## config.mk

```make
export PLATFORM = sky130hd
export DESIGN_NAME = gnn_aggregator_param
export DESIGN_NICKNAME = d
export VERILOG_FILES = /design/src/rtl/gnn_agg_pkg.sv /design/src/rtl/gnn_agg_node_acc.sv /design/src/rtl/gnn_aggregator_param.sv
export SDC_FILE = /design/constraint.sdc
export NUM_CORES = 2
export LEC_CHECK = 0
export ABC_CLOCK_PERIOD_IN_PS = 12300
export CORE_ASPECT_RATIO = 0.6
export CORE_MARGIN = 1.5
export CORE_UTILIZATION = 64
export CTS_CLUSTER_DIAMETER = 30
export DETAILED_ROUTE_END_ITERATION = 6
export GPL_ROUTABILITY_DRIVEN = 0
export PLACE_DENSITY = 0.88
export SLEW_MARGIN = 20
export SYNTH_ARGS = -nofsm -noshare
export SYNTH_HDL_FRONTEND = slang
export SYNTH_HIERARCHICAL = 1
export SYNTH_SLANG_ARGS = --single-unit
export TNS_END_PERCENT = 30
```

## constraint.sdc

```tcl
create_clock -name clk -period 12.3 [get_ports clk]
set_input_delay 3.69 -clock clk [delete_from_list [all_inputs] [get_ports clk]]
set_output_delay 3.69 -clock clk [all_outputs]
set_load 0.01 [all_outputs]
```

## src/rtl/gnn_agg_pkg.sv

```systemverilog
// Shared types and helpers for the GNN neighbour aggregator.
// Holds the FSM state enum, the aggregation mode enum and the width check.
package gnn_agg_pkg;

    typedef enum logic [1:0] {
        IDLE  = 2'd0,
        ACCUM = 2'd1,
        HOLD  = 2'd2
    } state_e;

    typedef enum logic {
        SUM = 1'b0,
        MAX = 1'b1
    } mode_e;

    // True when OW can hold the sum of N_NODES inputs of width IW.
    function automatic bit width_ok(input int iw, input int ow, input int nn);
        return ow >= iw + $clog2(nn + 1);
    endfunction

endpackage

```

## src/rtl/gnn_agg_node_acc.sv

```systemverilog
// Per-destination accumulator bank: N_FEAT lanes of SUM or MAX.
// The first contribution in MAX mode loads the lane directly.
module gnn_agg_node_acc
    import gnn_agg_pkg::*;
#(
    parameter int N_FEAT = 4,
    parameter int IW     = 5,
    parameter int OW     = 21
) (
    input  logic                 clk,
    input  logic                 rst_n,
    input  logic                 init_i,
    input  logic                 en_i,
    input  mode_e                mode_i,
    input  logic [N_FEAT*IW-1:0] x_i,
    output logic [N_FEAT*OW-1:0] acc_o
);

    logic [N_FEAT*OW-1:0] acc_q, acc_d;
    logic                 seen_q, seen_d;

    function automatic logic [OW-1:0] upd(
        input logic signed [OW-1:0] a,
        input logic        [IW-1:0] x,
        input mode_e                m,
        input logic                 seen
    );
        logic signed [OW-1:0] s;
        s = {{(OW-IW){x[IW-1]}}, x};
        if (m == SUM)
            return a + s;
        else if (!seen || s > a)
            return s;
        else
            return a;
    endfunction

    // Next-state for every feature lane of this destination.
    always_comb begin
        acc_d  = acc_q;
        seen_d = seen_q;
        if (init_i) begin
            acc_d  = '0;
            seen_d = 1'b0;
        end else if (en_i) begin
            seen_d = 1'b1;
            for (int f = 0; f < N_FEAT; f++) begin
                acc_d[f*OW +: OW] = upd(acc_q[f*OW +: OW],
                                        x_i[f*IW +: IW],
                                        mode_i, seen_q);
            end
        end
    end

    // Accumulator and first-contribution flag registers.
    always_ff @(posedge clk) begin
        if (!rst_n) begin
            acc_q  <= '0;
            seen_q <= 1'b0;
        end else begin
            acc_q  <= acc_d;
            seen_q <= seen_d;
        end
    end

    assign acc_o = acc_q;

endmodule

```

## src/rtl/gnn_aggregator_param.sv

```systemverilog
// GNN neighbour aggregation: one source node per cycle, SUM or MAX.
// Job captured on accept, result held until acknowledged.
module gnn_aggregator_param
    import gnn_agg_pkg::*;
#(
    parameter int N_NODES = 4,
    parameter int N_FEAT  = 4,
    parameter int IW      = 5,
    parameter int OW      = 21
) (
    input  logic                          clk,
    input  logic                          rst_n,
    input  logic                          in_rdy_agg,
    output logic                          in_ack,
    input  logic [N_NODES*N_FEAT*IW-1:0]  x_in,
    input  logic [N_NODES*N_NODES-1:0]    adj_in,
    input  logic                          self_loop,
    input  logic                          mode,
    output logic                          out_rdy_agg,
    input  logic                          out_ack,
    output logic [N_NODES*N_FEAT*OW-1:0]  x_agg
);

    localparam int CW  = (N_NODES > 1) ? $clog2(N_NODES) : 1;
    localparam int NW  = N_FEAT * IW;
    localparam int NOW = N_FEAT * OW;
    localparam int AW  = N_NODES * N_NODES;

    if (!width_ok(IW, OW, N_NODES)) begin : g_width_bad
        $error("OW too narrow for IW and N_NODES");
    end

    function automatic logic [AW-1:0] diag_mask();
        logic [AW-1:0] d;
        d = '0;
        for (int i = 0; i < N_NODES; i++)
            d[i*N_NODES + i] = 1'b1;
        return d;
    endfunction

    state_e                   state_q, state_d;
    logic [CW-1:0]            cnt_q, cnt_d;
    logic [N_NODES*NW-1:0]    x_q;
    logic [AW-1:0]            adj_q;
    mode_e                    mode_q;
    logic                     accept;
    logic [AW-1:0]            adj_eff;
    logic [NW-1:0]            src_x;
    logic [N_NODES*NOW-1:0]   acc_all;

    assign accept  = (state_q == IDLE) && in_rdy_agg;
    assign adj_eff = adj_in | (self_loop ? diag_mask() : '0);
    assign src_x   = x_q[int'(cnt_q)*NW +: NW];

    // FSM next state and source counter.
    always_comb begin
        state_d = state_q;
        cnt_d   = cnt_q;
        unique case (state_q)
            IDLE: begin
                if (in_rdy_agg) begin
                    state_d = ACCUM;
                    cnt_d   = '0;
                end
            end
            ACCUM: begin
                if (cnt_q == CW'(N_NODES - 1)) begin
                    state_d = HOLD;
                    cnt_d   = '0;
                end else begin
                    cnt_d = cnt_q + 1'b1;
                end
            end
            HOLD: begin
                if (out_ack)
                    state_d = IDLE;
            end
            default: state_d = IDLE;
        endcase
    end

    // State, counter and captured job registers.
    always_ff @(posedge clk) begin
        if (!rst_n) begin
            state_q <= IDLE;
            cnt_q   <= '0;
            x_q     <= '0;
            adj_q   <= '0;
            mode_q  <= SUM;
        end else begin
            state_q <= state_d;
            cnt_q   <= cnt_d;
            if (accept) begin
                x_q    <= x_in;
                adj_q  <= adj_eff;
                mode_q <= mode_e'(mode);
            end
        end
    end

    for (genvar i = 0; i < N_NODES; i++) begin : g_node
        logic [N_NODES-1:0] row;
        logic               en;
        assign row = adj_q[i*N_NODES +: N_NODES];
        assign en  = (state_q == ACCUM) && row[cnt_q];
        gnn_agg_node_acc #(
            .N_FEAT (N_FEAT),
            .IW     (IW),
            .OW     (OW)
        ) u_acc (
            .clk    (clk),
            .rst_n  (rst_n),
            .init_i (accept),
            .en_i   (en),
            .mode_i (mode_q),
            .x_i    (src_x),
            .acc_o  (acc_all[i*NOW +: NOW])
        );
    end

    assign in_ack      = (state_q == IDLE);
    assign out_rdy_agg = (state_q == HOLD);
    assign x_agg       = out_rdy_agg ? acc_all : '0;

endmodule

```

==> summary.txt <==
Run status
  – Outcome: finished, final reports clean

Synth
  – Mapped Area: ~45,000 um2
  – Yosys top cell by area: dfxtp_1
  – Top-count cell post-synth: ha_1
  – Post-Syn Area per Cell: 7.715 um2
  – Async set-or-reset flop fraction in the synthesized netlist: 0
  – Commonest cells in the synthesized netlist: ha_1 (657), inv_1 (572), nor2_1 (507)
  – Yosys reg bits: 441
  – Yosys warning count: 6
  – Ys flop type: dfxtp_1
  – Mapped Nets: ~6,600
  – Cells after Synth: 5,871
  – Share of the synthesized area in the top cell type: 0.1949
  – Leading post-synthesis cells by cell area: dfxtp_1 (19%), ha_1 (18%), and2_1 (4.9%)
  – EDFF count, synth: 0
  – Seq/Total Area, Yosys: 0.1949
  – Synth cell types: 117

Global route
  – Tot GR Track Use: 0.3785
  – Vias in the first global route: 42,416
  – Pin count of the biggest net entering global routing: 149
  – Overflow after GRT: 0
  – First-pass GRT wire length: approximately 230,000 um
  – Initial antenna violation count: 6

STA
  – Least-Margin Pin Slew: 1.112 ns
  – Count of final hold-check violations: 0
  – Max_slew headroom: 0.2394
  – Final min period: 7.540 ns
  – Unrepaired setup endpoints after global routing: false
  – Total Neg Setup Slack: 0 ns
  – Fmax: 0.1326 GHz
  – Clock skew: 0.03138 ns
  – Fin crit share: 0.6130
  – Max Slew Vio Count: 0
  – Setup Viol. Count Final: 0

Drt
  – Initial DRC count: 5,173
  – Final wirelength: 142,200 um
  – Vias per cell: 6.282
  – DR top layer: met5
  – Wire length on met3: 15,320 um
  – Met1 wire length: 59,960 um
  – DR WL/cell: 19.74 um
  – WL met2: 58,970 um
  – Drt first pass iters: 7
  – Drt drc: 0
  – Post-route ant nets: 0
  – DR vias: 45,247

Finish
  – Layout cell share with drive strength beyond 1: 0.05595
  – Sequential standard cell area: 8833 um2
  – Area Overhead vs Synth: 17.98%
  – Post-Layout Cell Count: 7,203
  – Multi-input gate area: 33,020 um2
  – Final-layout fill cell count: 4,822
  – Final nets: 6,967

Floorplanning
  – Row cnt: 75
  – Chip Height: 209.1 um
  – Initial Util: 0.6479
  – Ports: 440
  – Core ar.: 69,910 um2
  – Die width: approximately 350 um
  – Die ar.: 72,430 um2

Worst setup path
  – R2R Setup Slk: 6.15 ns
  – CP max FO: 108
  – CP arrival: roughly 3.9 ns
  – Reg2reg start: cnt_q[0]
  – Startpoint types: flip-flop
  – FF-to-FF End: g_node[1].u_acc/acc_o[62]
  – CP endpoint: x_agg[11]
  – Critical Path Source: state_q[1]
  – WS Path Type: flip-flop to output port
  – Critical Path RT: between 8 and 9 ns
  – Worst Reg-to-Reg Cells: 12
  – Critical Path End Type: output port

Power and ir drop
  – PwrDens: 106.6 nW/um2
  – Reg power frac: 0.266
  – Clock power share: 0.500
  – LEAKAGE: about 23 nW
  – Logic gate share of total power: 0.234
  – P_sw: 1.853 mW
  – Sw Ratio: 0.3252
  – Maximum VDD drop: 0.0001115 V
  – Pint: 3.844 mW

Place
  – Port Buffer Count: 439
  – Hpwl dp: 98,490 um
  – Placed cells: 7,015

Clock tree
  – CTS HTree Levels: 3
  – Reg clk slew, reported paths: 0.06 ns
  – Post-CTS Setup Inserts: 0
  – CTS tree: built
  – # hold bufs at CTS: 0
  – Clock latency on the worst-skew pair: 0.66 ns
  – Root Buffer: clkbuf_16
  – TritonCTS Buffers: 97
  – Post-CTS sizing: 0
  – Clock sinks: between 400 and 500
  – Max clock buf depth: 3

Run
  – Max-Cap Viols: 0

Worst hold path
  – Type of the tightest min-delay check: flip-flop to flip-flop
==> final cells by class <==
| cell class | instances | area share |
|---|---|---|
| Antenna cell | 6 | 0.0002810 |
| Inverter | 575 | 0.04039 |
| Sequential cell | 441 | 0.1653 |
| Tap cell | 924 | 0.02163 |
| Clock inverter | 70 | 0.01822 |
| Timing Repair Buffer | 477 | 0.08787 |
| Clock buffer | 110 | 0.04842 |
| Multi-Input combinational cell | 4600 | 0.6179 |
==> layer usage <==
layer | global-route usage | vias to the layer above
met5 | 0 | -
met4 | 0.2023 | 2
met3 | 0.08688 | 486
met2 | 0.5570 | 2613
met1 | 0.5134 | 20980
li1 | - | 21166
==> flip-flops by register name, indices dropped and copies added, names as in the netlist <==
register,flops
g_node.u_acc/seen_q,4
x_q,80
mode_q,1
g_node.u_acc/acc_o,336
state_q,2
cnt_q,2
adj_q,16
==> placed cells by master, fill, tap and decap left out, types with 42 or more instances in the layout <==
master           count
xnor2_1            154
nand3_1             84
or3_1               45
xor2_1              49
a211oi_1            87
o21bai_1            68
nand2b_1           106
a31oi_1             42
nand2_1            491
ha_1               657
mux2i_1            188
clkdlybuf4s50_1    438
nor2_1             506
o21ai_0            215
a21o_1              47
nor2b_1            110
and2_1             353
nand4_1             72
dfxtp_1            439
nor3_1             142
clkbuf_16           98
a21oi_1            433
inv_1              572
o211ai_1            78
==> power groups by stage <==
stage / logic (mW) / clock network, mW / registers, mW
5_1_grt: 1.44 / 2.95 / 1.52
3_3_place_gp: 1.22 / 0 / 1.54
4_1_cts: 1.29 / 2.86 / 1.51
3_5_place_dp: 1.26 / 0 / 1.54
6_report: 1.33 / 2.85 / 1.52
2_1_floorplan: 0.971 / 0 / 1.52
==> cell families (layout without fill, tap and decap cells) <==
group | count (synthesis) | after routing | synth area share
AOI/OAI and AO/OA | 1424 | 1424 | 0.2144
xor gates and xnor gates | 203 | 203 | 0.03925
adders and majority gates | 673 | 673 | 0.1886
buffers and inverters | 830 | 1232 | 0.07726
DFF | 441 | 441 | 0.1949
muxes | 223 | 223 | 0.05547
other | 0 | 6 | 0
and+or+nand+nor | 2077 | 2077 | 0.2301
==> worst min path at each step <==
stage / endpoint / depth (start not counted) / slack, ns / start
after floorplan: x_q[40] / 2 / 0.43 / x_q[40]
after global placement: x_q[61] / 2 / 0.44 / x_q[61]
after detailed placement: x_q[62] / 2 / 0.45 / x_q[62]
after CTS: x_q[31] / 2 / 0.46 / x_q[31]
after global routing: x_q[45] / 2 / 0.47 / x_q[45]
final: x_q[31] / 2 / 0.46 / x_q[31]
==> worst max-delay path, cell delays in order (launching register included) <==
cell             delay [ns]
dfxtp_1                0.53
nor2b_4                0.57
buf_4                  0.54
buf_4                  0.68
and2_1                 0.25
clkdlybuf4s50_1        0.54
==> metrics by stage <==
stage | setup WS [ns] | hold slack (ns) | total power, mW | cell area (um2) | util
after global routing | 4.499 | 0.4715 | 5.909 | 53430 | 0.7642
final | 4.760 | 0.4556 | 5.697 | 53440 | 0.7644
after global placement | 5.359 | 0.4388 | 2.761 | 49820 | 0.7126
after floorplan | 6.872 | 0.4315 | 2.489 | 45290 | -
after detailed placement | 5.371 | 0.4488 | 2.804 | 49820 | 0.7127
after CTS | 4.786 | 0.4564 | 5.669 | 53390 | 0.7636
(Power assumes the default switching activity.)
